File: config.mk
export PLATFORM = sky130hd
export DESIGN_NAME = mem_wb_stage_flat
export DESIGN_NICKNAME = d
export VERILOG_FILES = /design/src/rtl/mem_wb_stage_pkg.sv /design/src/rtl/mem_wb_stage_if.sv /design/src/rtl/mem_wb_stage_load_extend.sv /design/src/rtl/mem_wb_stage.sv /design/src/flat_wrapper.sv
export SDC_FILE = /design/constraint.sdc
export NUM_CORES = 1
export LEC_CHECK = 0
export CORE_MARGIN = 2
export CORE_UTILIZATION = 40
export CTS_BUF_LIST = sky130_fd_sc_hd__clkbuf_16
export CTS_CLUSTER_DIAMETER = 80
export DETAILED_ROUTE_END_ITERATION = 7
export PLACE_DENSITY = 0.87
export SLEW_MARGIN = 20
export SYNTH_ARGS = -nofsm -noshare
export SYNTH_HDL_FRONTEND = slang
export SYNTH_SLANG_ARGS = --single-unit
export TNS_END_PERCENT = 50
File: constraint.sdc
create_clock -name clk -period 1.8 [get_ports clk]
set_clock_uncertainty 0.1 [all_clocks]
set_input_delay 0.18 -clock clk [delete_from_list [all_inputs] [get_ports clk]]
set_output_delay 0.18 -clock clk [all_outputs]
set_load 0.01 [all_outputs]
File: src/rtl/mem_wb_stage_pkg.sv
// mem_wb_stage_pkg: widths and memory-op encodings shared by the MEM/WB stage and the mmu
package mem_wb_stage_pkg;
  localparam int XLEN = 32;
  localparam int REGIDX = 5;
  localparam logic [1:0] MEM_READ = 2'b10;
  localparam logic [1:0] MEM_WRITE = 2'b01;
  localparam int MEM_UNSIGNED_BIT = 2;
  typedef enum logic [1:0] {
    MEM_BYTE = 2'b00,
    MEM_HALF = 2'b01,
    MEM_WORD = 2'b10,
    MEM_RSVD = 2'b11
  } mem_width_e;
endpackage

File: src/rtl/mem_wb_stage_if.sv
// mem_wb_stage_if: MEM-stage inputs, SRAM read word and writeback bus of the MEM/WB stage
interface mem_wb_stage_if;
  import mem_wb_stage_pkg::*;
  logic stall;
  logic flush;
  logic [4:0] mem_op_i;
  logic [XLEN-1:0] addr_i;
  logic [XLEN-1:0] alu_result_i;
  logic [REGIDX-1:0] rd_i;
  logic reg_write_i;
  logic [XLEN-1:0] dataout;
  logic [XLEN-1:0] wb_data;
  logic [REGIDX-1:0] wb_rd;
  logic wb_reg_write;
  logic load_misaligned;
  modport master (
    output stall, flush, mem_op_i, addr_i, alu_result_i, rd_i, reg_write_i, dataout,
    input wb_data, wb_rd, wb_reg_write, load_misaligned
  );
  modport slave (
    input stall, flush, mem_op_i, addr_i, alu_result_i, rd_i, reg_write_i, dataout,
    output wb_data, wb_rd, wb_reg_write, load_misaligned
  );
endinterface

File: src/rtl/mem_wb_stage_load_extend.sv
// load_extend: picks the addressed byte/half/word lane, extends it and flags misalignment
module load_extend
  import mem_wb_stage_pkg::*;
(
  input  logic [XLEN-1:0] word,
  input  logic [1:0]      off,
  input  mem_width_e      width,
  input  logic            uns,
  output logic [XLEN-1:0] data,
  output logic            misaligned
);
  logic [7:0] w_byte;
  logic [15:0] w_half;
  always_comb begin
    w_byte = word[{off, 3'b000} +: 8];
    w_half = word[{off[1], 4'b0000} +: 16];
    misaligned = width == MEM_HALF ? off[0] : width == MEM_WORD ? |off : width == MEM_RSVD;
    data = misaligned ? '0
         : width == MEM_BYTE ? {{(XLEN-8){~uns & w_byte[7]}}, w_byte}
         : width == MEM_HALF ? {{(XLEN-16){~uns & w_half[15]}}, w_half}
         : word;
  end
endmodule

File: src/rtl/mem_wb_stage.sv
// mem_wb_stage: MEM->WB pipeline register, stall hold buffer for load data and writeback mux
module mem_wb_stage
  import mem_wb_stage_pkg::*;
(
  input logic clk,
  input logic rst,
  mem_wb_stage_if.slave bus
);
  logic [4:0] r_mem_op;
  logic [1:0] r_off;
  logic [XLEN-1:0] r_alu;
  logic [REGIDX-1:0] r_rd;
  logic r_reg_write;
  logic [XLEN-1:0] r_hold_q;
  logic r_hold_v;
  logic w_load;
  logic w_store;
  logic w_mis;
  logic [XLEN-1:0] w_word;
  logic [XLEN-1:0] w_ext;
  logic w_unused;
  assign w_unused = ^bus.addr_i[XLEN-1:2];
  assign w_load = r_mem_op[4:3] == MEM_READ;
  assign w_store = |(r_mem_op[4:3] & MEM_WRITE);
  // once a stall has latched the SRAM word, later dataout changes must not disturb WB
  assign w_word = r_hold_v ? r_hold_q : bus.dataout;
  load_extend u_load_extend (
    .word       (w_word),
    .off        (r_off),
    .width      (mem_width_e'(r_mem_op[1:0])),
    .uns        (r_mem_op[MEM_UNSIGNED_BIT]),
    .data       (w_ext),
    .misaligned (w_mis)
  );
  always_ff @(posedge clk) begin
    if (rst || bus.flush) begin
      r_mem_op <= '0;
      r_off <= '0;
      r_alu <= '0;
      r_rd <= '0;
      r_reg_write <= 1'b0;
      r_hold_q <= '0;
      r_hold_v <= 1'b0;
    end else if (bus.stall) begin
      if (w_load && !r_hold_v) begin
        r_hold_q <= bus.dataout;
        r_hold_v <= 1'b1;
      end
    end else begin
      r_mem_op <= bus.mem_op_i;
      r_off <= bus.addr_i[1:0];
      r_alu <= bus.alu_result_i;
      r_rd <= bus.rd_i;
      r_reg_write <= bus.reg_write_i;
      r_hold_v <= 1'b0;
    end
  end
  always_comb begin
    bus.wb_data = w_load ? w_ext : r_alu;
    bus.wb_rd = r_rd;
    bus.load_misaligned = w_load & w_mis;
    bus.wb_reg_write = r_reg_write & (r_rd != '0) & ~w_store & ~(w_load & w_mis);
  end
endmodule

File: src/flat_wrapper.sv
// flat-port wrapper written by rule: the top's interface ports become plain ports
module mem_wb_stage_flat import mem_wb_stage_pkg::*;
  (clk, rst, bus_stall, bus_flush, bus_mem_op_i, bus_addr_i, bus_alu_result_i, bus_rd_i, bus_reg_write_i, bus_dataout, bus_wb_data, bus_wb_rd, bus_wb_reg_write, bus_load_misaligned);
  mem_wb_stage_if bus_i ();
  input logic clk;
  input logic rst;
  input wire logic [$bits(bus_i.stall)-1:0] bus_stall;
  input wire logic [$bits(bus_i.flush)-1:0] bus_flush;
  input wire logic [$bits(bus_i.mem_op_i)-1:0] bus_mem_op_i;
  input wire logic [$bits(bus_i.addr_i)-1:0] bus_addr_i;
  input wire logic [$bits(bus_i.alu_result_i)-1:0] bus_alu_result_i;
  input wire logic [$bits(bus_i.rd_i)-1:0] bus_rd_i;
  input wire logic [$bits(bus_i.reg_write_i)-1:0] bus_reg_write_i;
  input wire logic [$bits(bus_i.dataout)-1:0] bus_dataout;
  output wire logic [$bits(bus_i.wb_data)-1:0] bus_wb_data;
  output wire logic [$bits(bus_i.wb_rd)-1:0] bus_wb_rd;
  output wire logic [$bits(bus_i.wb_reg_write)-1:0] bus_wb_reg_write;
  output wire logic [$bits(bus_i.load_misaligned)-1:0] bus_load_misaligned;
  assign bus_i.stall = bus_stall;
  assign bus_i.flush = bus_flush;
  assign bus_i.mem_op_i = bus_mem_op_i;
  assign bus_i.addr_i = bus_addr_i;
  assign bus_i.alu_result_i = bus_alu_result_i;
  assign bus_i.rd_i = bus_rd_i;
  assign bus_i.reg_write_i = bus_reg_write_i;
  assign bus_i.dataout = bus_dataout;
  assign bus_wb_data = bus_i.wb_data;
  assign bus_wb_rd = bus_i.wb_rd;
  assign bus_wb_reg_write = bus_i.wb_reg_write;
  assign bus_load_misaligned = bus_i.load_misaligned;
  mem_wb_stage u_core (.clk(clk), .rst(rst), .bus(bus_i));
endmodule
=== Word-level counts from Yosys, hierarchy flattened ===
Index checks and enable logic that the tools add are counted.

* Word-level logic and storage cells: 38
* Register bits after elaboration: 78
* Output and inout port bits: 39
* Bits of input ports: 111

* Bitwise operators: 10
* Reductions and logical operators: 8
* Multiplexer cells: 7
* Shift-type cells: 2
* Equal/unequal tests: 4

{| class="wikitable"
|+ Operator list
! cell !! count
|-
| $mux 32 || 5
|-
| $shiftx 32x6->16 || 1
|-
| $shiftx 32x6->8 || 1
|-
| $and 1x1->1 || 6
|-
| $eq 2x2->1 const B || 3
|-
| $reduce_bool 5->1 || 1
|-
| $not 1->1 || 4
|-
| $reduce_or 2->1 || 2
|-
| $eq 2x1->1 const B || 1
|-
| $logic_not 2->1 || 1
|-
| $mux 1 || 2
|-
| $reduce_and 2->1 || 1
|-
| $logic_and 1x1->1 || 1
|-
| $logic_not 1->1 || 1
|-
| $logic_or 1x1->1 || 1
|}

=== Depth between registers and ports, before layout ===
* Word-level depth: 7
* Depth in mapped cells: 6
* Mapped depth without buffers: 4

=== Hierarchy ===
Synthesis repeated with hierarchy kept, for this count alone.

* Cell total of the unflattened synthesis: 483
* Area, all modules: 5,136.2 µm²

{| class="wikitable"
|+ Modules (own cells, without submodules)
! module !! times used !! area each (µm²) !! cells an instance !! sequential area each (µm²)
|-
| mem_wb_stage || 1 || 4,156.5 || 374 || 1,561.5
|-
| load_extend || 1 || 979.7 || 109 || 0.0
|}

=== Worst setup path after synthesis ===
Ideal clock, no wire load.

* Kind: register to output
* Start: reg u_core.r_mem_op[1]
* End: out bus_wb_data[10]
* Cell stages (with the launch flop): 6
* Data arrival time: 1.641 ns
* Slack: -0.121 ns
* Required time: 1.520 ns
* Path buffers: 2
* Cell sequence: dfxtp_1 -> buf_4 -> and3b_1 -> buf_6 -> mux4_2 -> a221o_1

* Cells in the longest elaborated chain, start to end: 5
* Elaborated cells between the ends (all ways): 10
* Those cells by class: 3 x eq/ne; 6 x mux; 1 x reduce/logical

{| class="wikitable"
|+ Ends and longest elaborated chain
! what !! RTL line !! source
|-
| start, declared || mem_wb_stage.sv:9 || <nowiki>logic [4:0] r_mem_op;</nowiki>
|-
| start signal, assigned || mem_wb_stage.sv:50 || <nowiki>r_mem_op <= bus.mem_op_i;</nowiki>
|-
| $eq 2x1->1 or $eq 2x2->1 (tied branches) || mem_wb_stage_load_extend.sv:17, mem_wb_stage_load_extend.sv:20 ||
|-
| $mux 32 or $mux 1 (tied branches) || mem_wb_stage_load_extend.sv:20, mem_wb_stage_load_extend.sv:17 ||
|-
| $mux 32 or $mux 1 (tied branches) || mem_wb_stage_load_extend.sv:19, mem_wb_stage_load_extend.sv:17 ||
|-
| $mux 32 (*) || mem_wb_stage_load_extend.sv:18 || <nowiki>data = misaligned ? '0</nowiki>
|-
| $mux 32 (*) || mem_wb_stage.sv:59 || <nowiki>bus.wb_data = w_load ? w_ext : r_alu;</nowiki>
|-
| end, declared || flat_wrapper.sv:15 || <nowiki>output wire logic [$bits(bus_i.wb_data)-1:0] bus_wb_data;</nowiki>
|}

Mark *: on every way between the ends. The rest lies on a longest branch, timed or not.

=== Final worst setup path ===
* Start: reg u_core.r_mem_op[1]
* End: out bus_wb_data[7]

Same word-level chain as after synthesis.

==> metrics list <==
- Outcome: complete, but fails checks
- Violations in the final reports: negative setup slack
* Count of routing violations after the opening detailed-route iteration: 773
- Std cell rows: 37
* Number of I/O pins: 150
* Leakage: 2.67 nW
* Utilization after layout: 0.668
- The critical path is of the reg -> out type.
- The clock passes through at most 2 buffers.
* Number of vias after detailed routing: 4973
* Fin. max-slew vios: 0
- In this design, the stage delay of the slowest critical-path cell is 0.53 ns.
- The die is 107 microns wide.
- CTS sink count: 78
- Wire length of the first global-routing pass: 27.0 mm
- Based on the critical path, the design can be clocked at up to 0.419 GHz.
- In the finished design, the share of the clock period the worst path needs comes to 1.33.
- Setup repair after global routing could not meet its margin everywhere.
- Number of nets in the final layout: 750
- Number of CTS-inserted buffers: 9
- After synthesis the cells add up to 4230 sq um.
* Pwr dens: 696 nW/um^2
- Most frequent cells in the layout: sky130_fd_sc_hd__clkdlybuf4s50_1 (84), sky130_fd_sc_hd__dfxtp_1 (74), sky130_fd_sc_hd__nand2_1 (72)
- Mapped Nets: 576
- The area growth from synthesis to layout is 62.4%.
- In this run the remaining antenna-violating nets after routing total 0.
- Entering global routing, the biggest net connects 46 pins.
* Relative max-transition margin: 0.555
* Crit path launch type: flop
- Actual transition at the worst max-transition pin: 0.663 ns
- Post-cts hold buffer count: 0
* Slowest stage cell on the critical path: sky130_fd_sc_hd__mux4_2
- VDD sags by at most 0.553 mV.
- Total of flip-flops plus latches after synthesis: 78
* Final worst setup slack: -0.588 ns
* Count of input and output buffers: 119
* Antenna violations before repair: 0
* Sequential cell area fraction in the yosys report: 0.369
* Drt first pass iters: 6
* Critical-path cell list: and3b_2 -> buf_12 -> buf_8 -> mux4_2 -> nand2_2 -> nand3_2 -> buf_6
- Of the post-synthesis cell area, the dominant cell type holds 0.369.
- GRT Overall Usage: 0.314
* Final weighted congestion in routability-driven placement: 0.911
- After technology mapping, the gate count stands at 465.
- Worst Setup Slack post-DPL: -0.705 ns
- The design draws 4.78 mW.
* Mapped Avg Cell Area: 9.09 sq um
- The die covers 11400 sq um.
- HPWL after DPL: 11.2 mm
- The repair_antennas step left the layout with diodes totalling 0.
- Worst hold path class: in -> reg
* Starting density of the core: 0.411
- Dominant cells by area after synthesis: sky130_fd_sc_hd__dfxtp_1 (37%), sky130_fd_sc_hd__mux2i_1 (12%), sky130_fd_sc_hd__mux4_2 (11%), sky130_fd_sc_hd__nand2_1 (6.6%), sky130_fd_sc_hd__a21oi_1 (6.0%)
- Yosys printed 0 warnings.
- Placement Cell Area: 6070 sq um
- Area leader, netlist: sky130_fd_sc_hd__dfxtp_1
- The number of hold violations in the final report came to 0.
* Clock network latency to the later pin of the worst-skew pair: 0.35 ns
- Clock tree root driver cell: sky130_fd_sc_hd__clkbuf_16
- Via count of the first global-routing pass: 4850
- CTS H-tree depth: 3
- Total instance count after detailed placement: 748
- Y dimension of the die: 107 microns
- Setup violations remaining at the end of the flow were counted as 36.
- The library cell used most frequently in the layout, excluding fill and tap cells, is sky130_fd_sc_hd__clkdlybuf4s50_1.
- Final cell count without fillers: 779
- TritonCTS clock tree: yes
- Average via count per standard cell: 6.38
* Post-route design area: 6870 sq um
- Core outline area: 10300 sq um
- The tool flagged a number of max-cap violations equal to 0.
- Global routing finished with a remaining overflow of 0.
* Arrival time of data at the critical path endpoint: 2.11 ns
* Required time reported for the critical path endpoint: 1.52 ns
- Final wirelength: 19.3 mm
- Synthesis instantiated 37 different standard cells from the library.
- After detailed routing, the average wire length per cell comes to 24.8 microns.
* Shortest clock period the worst path allows after layout: 2.39 ns
* Number of design rule violations left after detail routing: 0
* Number of fillers in the final layout: 700
- Largest fanout of any net on the critical path: 7
- After clock tree synthesis, the clock-pin slew on the worst setup and hold paths is 0.06 ns.
- STA classifies the critical path endpoint as an output pin.
- In the final layout, the share of cells above drive strength 1 is 0.351.
==> worst max-delay path: cells and delay by family, from the launching register on <==
family	cells	cell delay, ns
simple gates	3	0.47
flops	1	0.36
mux	1	0.53
buf+inv	3	0.40
==> cells by family (layout without fill, tap and decap cells) <==
logic type / Yosys count / after routing / synth area share
buffers and inverters: 42 / 220 / 0.0470
DFF: 78 / 78 / 0.369
muxes: 87 / 87 / 0.273
and+or+nand+nor: 146 / 146 / 0.146
AOI/OAI and AO/OA: 112 / 112 / 0.164
==> layout make-up <==
| class | count | area [sq um] | share of cell area |
|---|---|---|---|
| clock buffer | 9 | 225 | 0.0328 |
| sequential | 78 | 1580 | 0.230 |
| multi-input combinational | 345 | 2800 | 0.407 |
| inverter | 1 | 3.75 | 0.000546 |
| timing repair buffer | 204 | 1990 | 0.290 |
| clock inverter | 6 | 103 | 0.0149 |
| tap | 136 | 170 | 0.0248 |
==> path summary, 6_finish.rpt <==
path	from	to	slack, ns	cells after the start
worst min register to register	u_core.r_hold_q[0]	u_core.r_hold_q[0]	0.35	2
worst min-delay path	bus_stall	u_core.r_alu[2]	0.17	3
worst max-delay path	u_core.r_mem_op[1]	bus_wb_data[7]	-0.59	7
worst max register to register	u_core.r_mem_op[3]	u_core.r_hold_q[11]	-0.05	6
==> power breakdown <==
| group | switching, mW | total, mW | internal [mW] |
|---|---|---|---|
| clock network | 0.736 | 2.07 | 1.33 |
| logic | 0.434 | 0.919 | 0.484 |
| registers | 0.0356 | 1.80 | 1.76 |
==> synth_stat cells (all sizes together) <==
master	instances
dfxtp	78
nand2	74
nor2	53
a21oi	51
mux2i	50
buf	27
mux4	21
a22oi	19
a31oi	16
mux2	16
clkbuf	14
a221o	8
o21ai	8
nand2b	3
nor2b	3
nor3b	3
o22ai	3
a22o	2
nor3	2
o21a	2
or2	2
a311oi	1
and3b	1
inv	1
nand3	1
nand3b	1
nor4	1
nor4b	1
o211a	1
o211ai	1
or4	1
==> sequential cells by signal, summed over array words and instances, names as in the netlist <==
register            cells
u_core.r_alu           32
u_core.bus.wb_rd        5
u_core.r_hold_v         1
u_core.r_off            2
u_core.r_mem_op         5
u_core.r_hold_q        32
u_core.r_reg_write      1
==> layer usage <==
layer | share of wire | track usage
met5 | 0 | 0
met2 | 0.45 | 0.505
met1 | 0.34 | 0.364
met4 | 0.093 | 0.209
met3 | 0.12 | 0.0869
==> per-stage QoR <==
stage / hold slack, ns / setup TNS (ns)
after floorplan: 0.216 / -0.613
after global routing: 0.206 / -18.60
after CTS: 0.178 / -15.40
final: 0.172 / -17.28
after detailed placement: 0.345 / -20.84
after global placement: 0.338 / -18.01
==> what timing repair did <==
item	4_1_cts	5_1_grt
resized for setup	204	25
gates cloned	4	1
pin swaps	16	6
buffers inserted	9	2
endpoints found under the setup margin	34	53
Power figures use the tool's default switching activity.
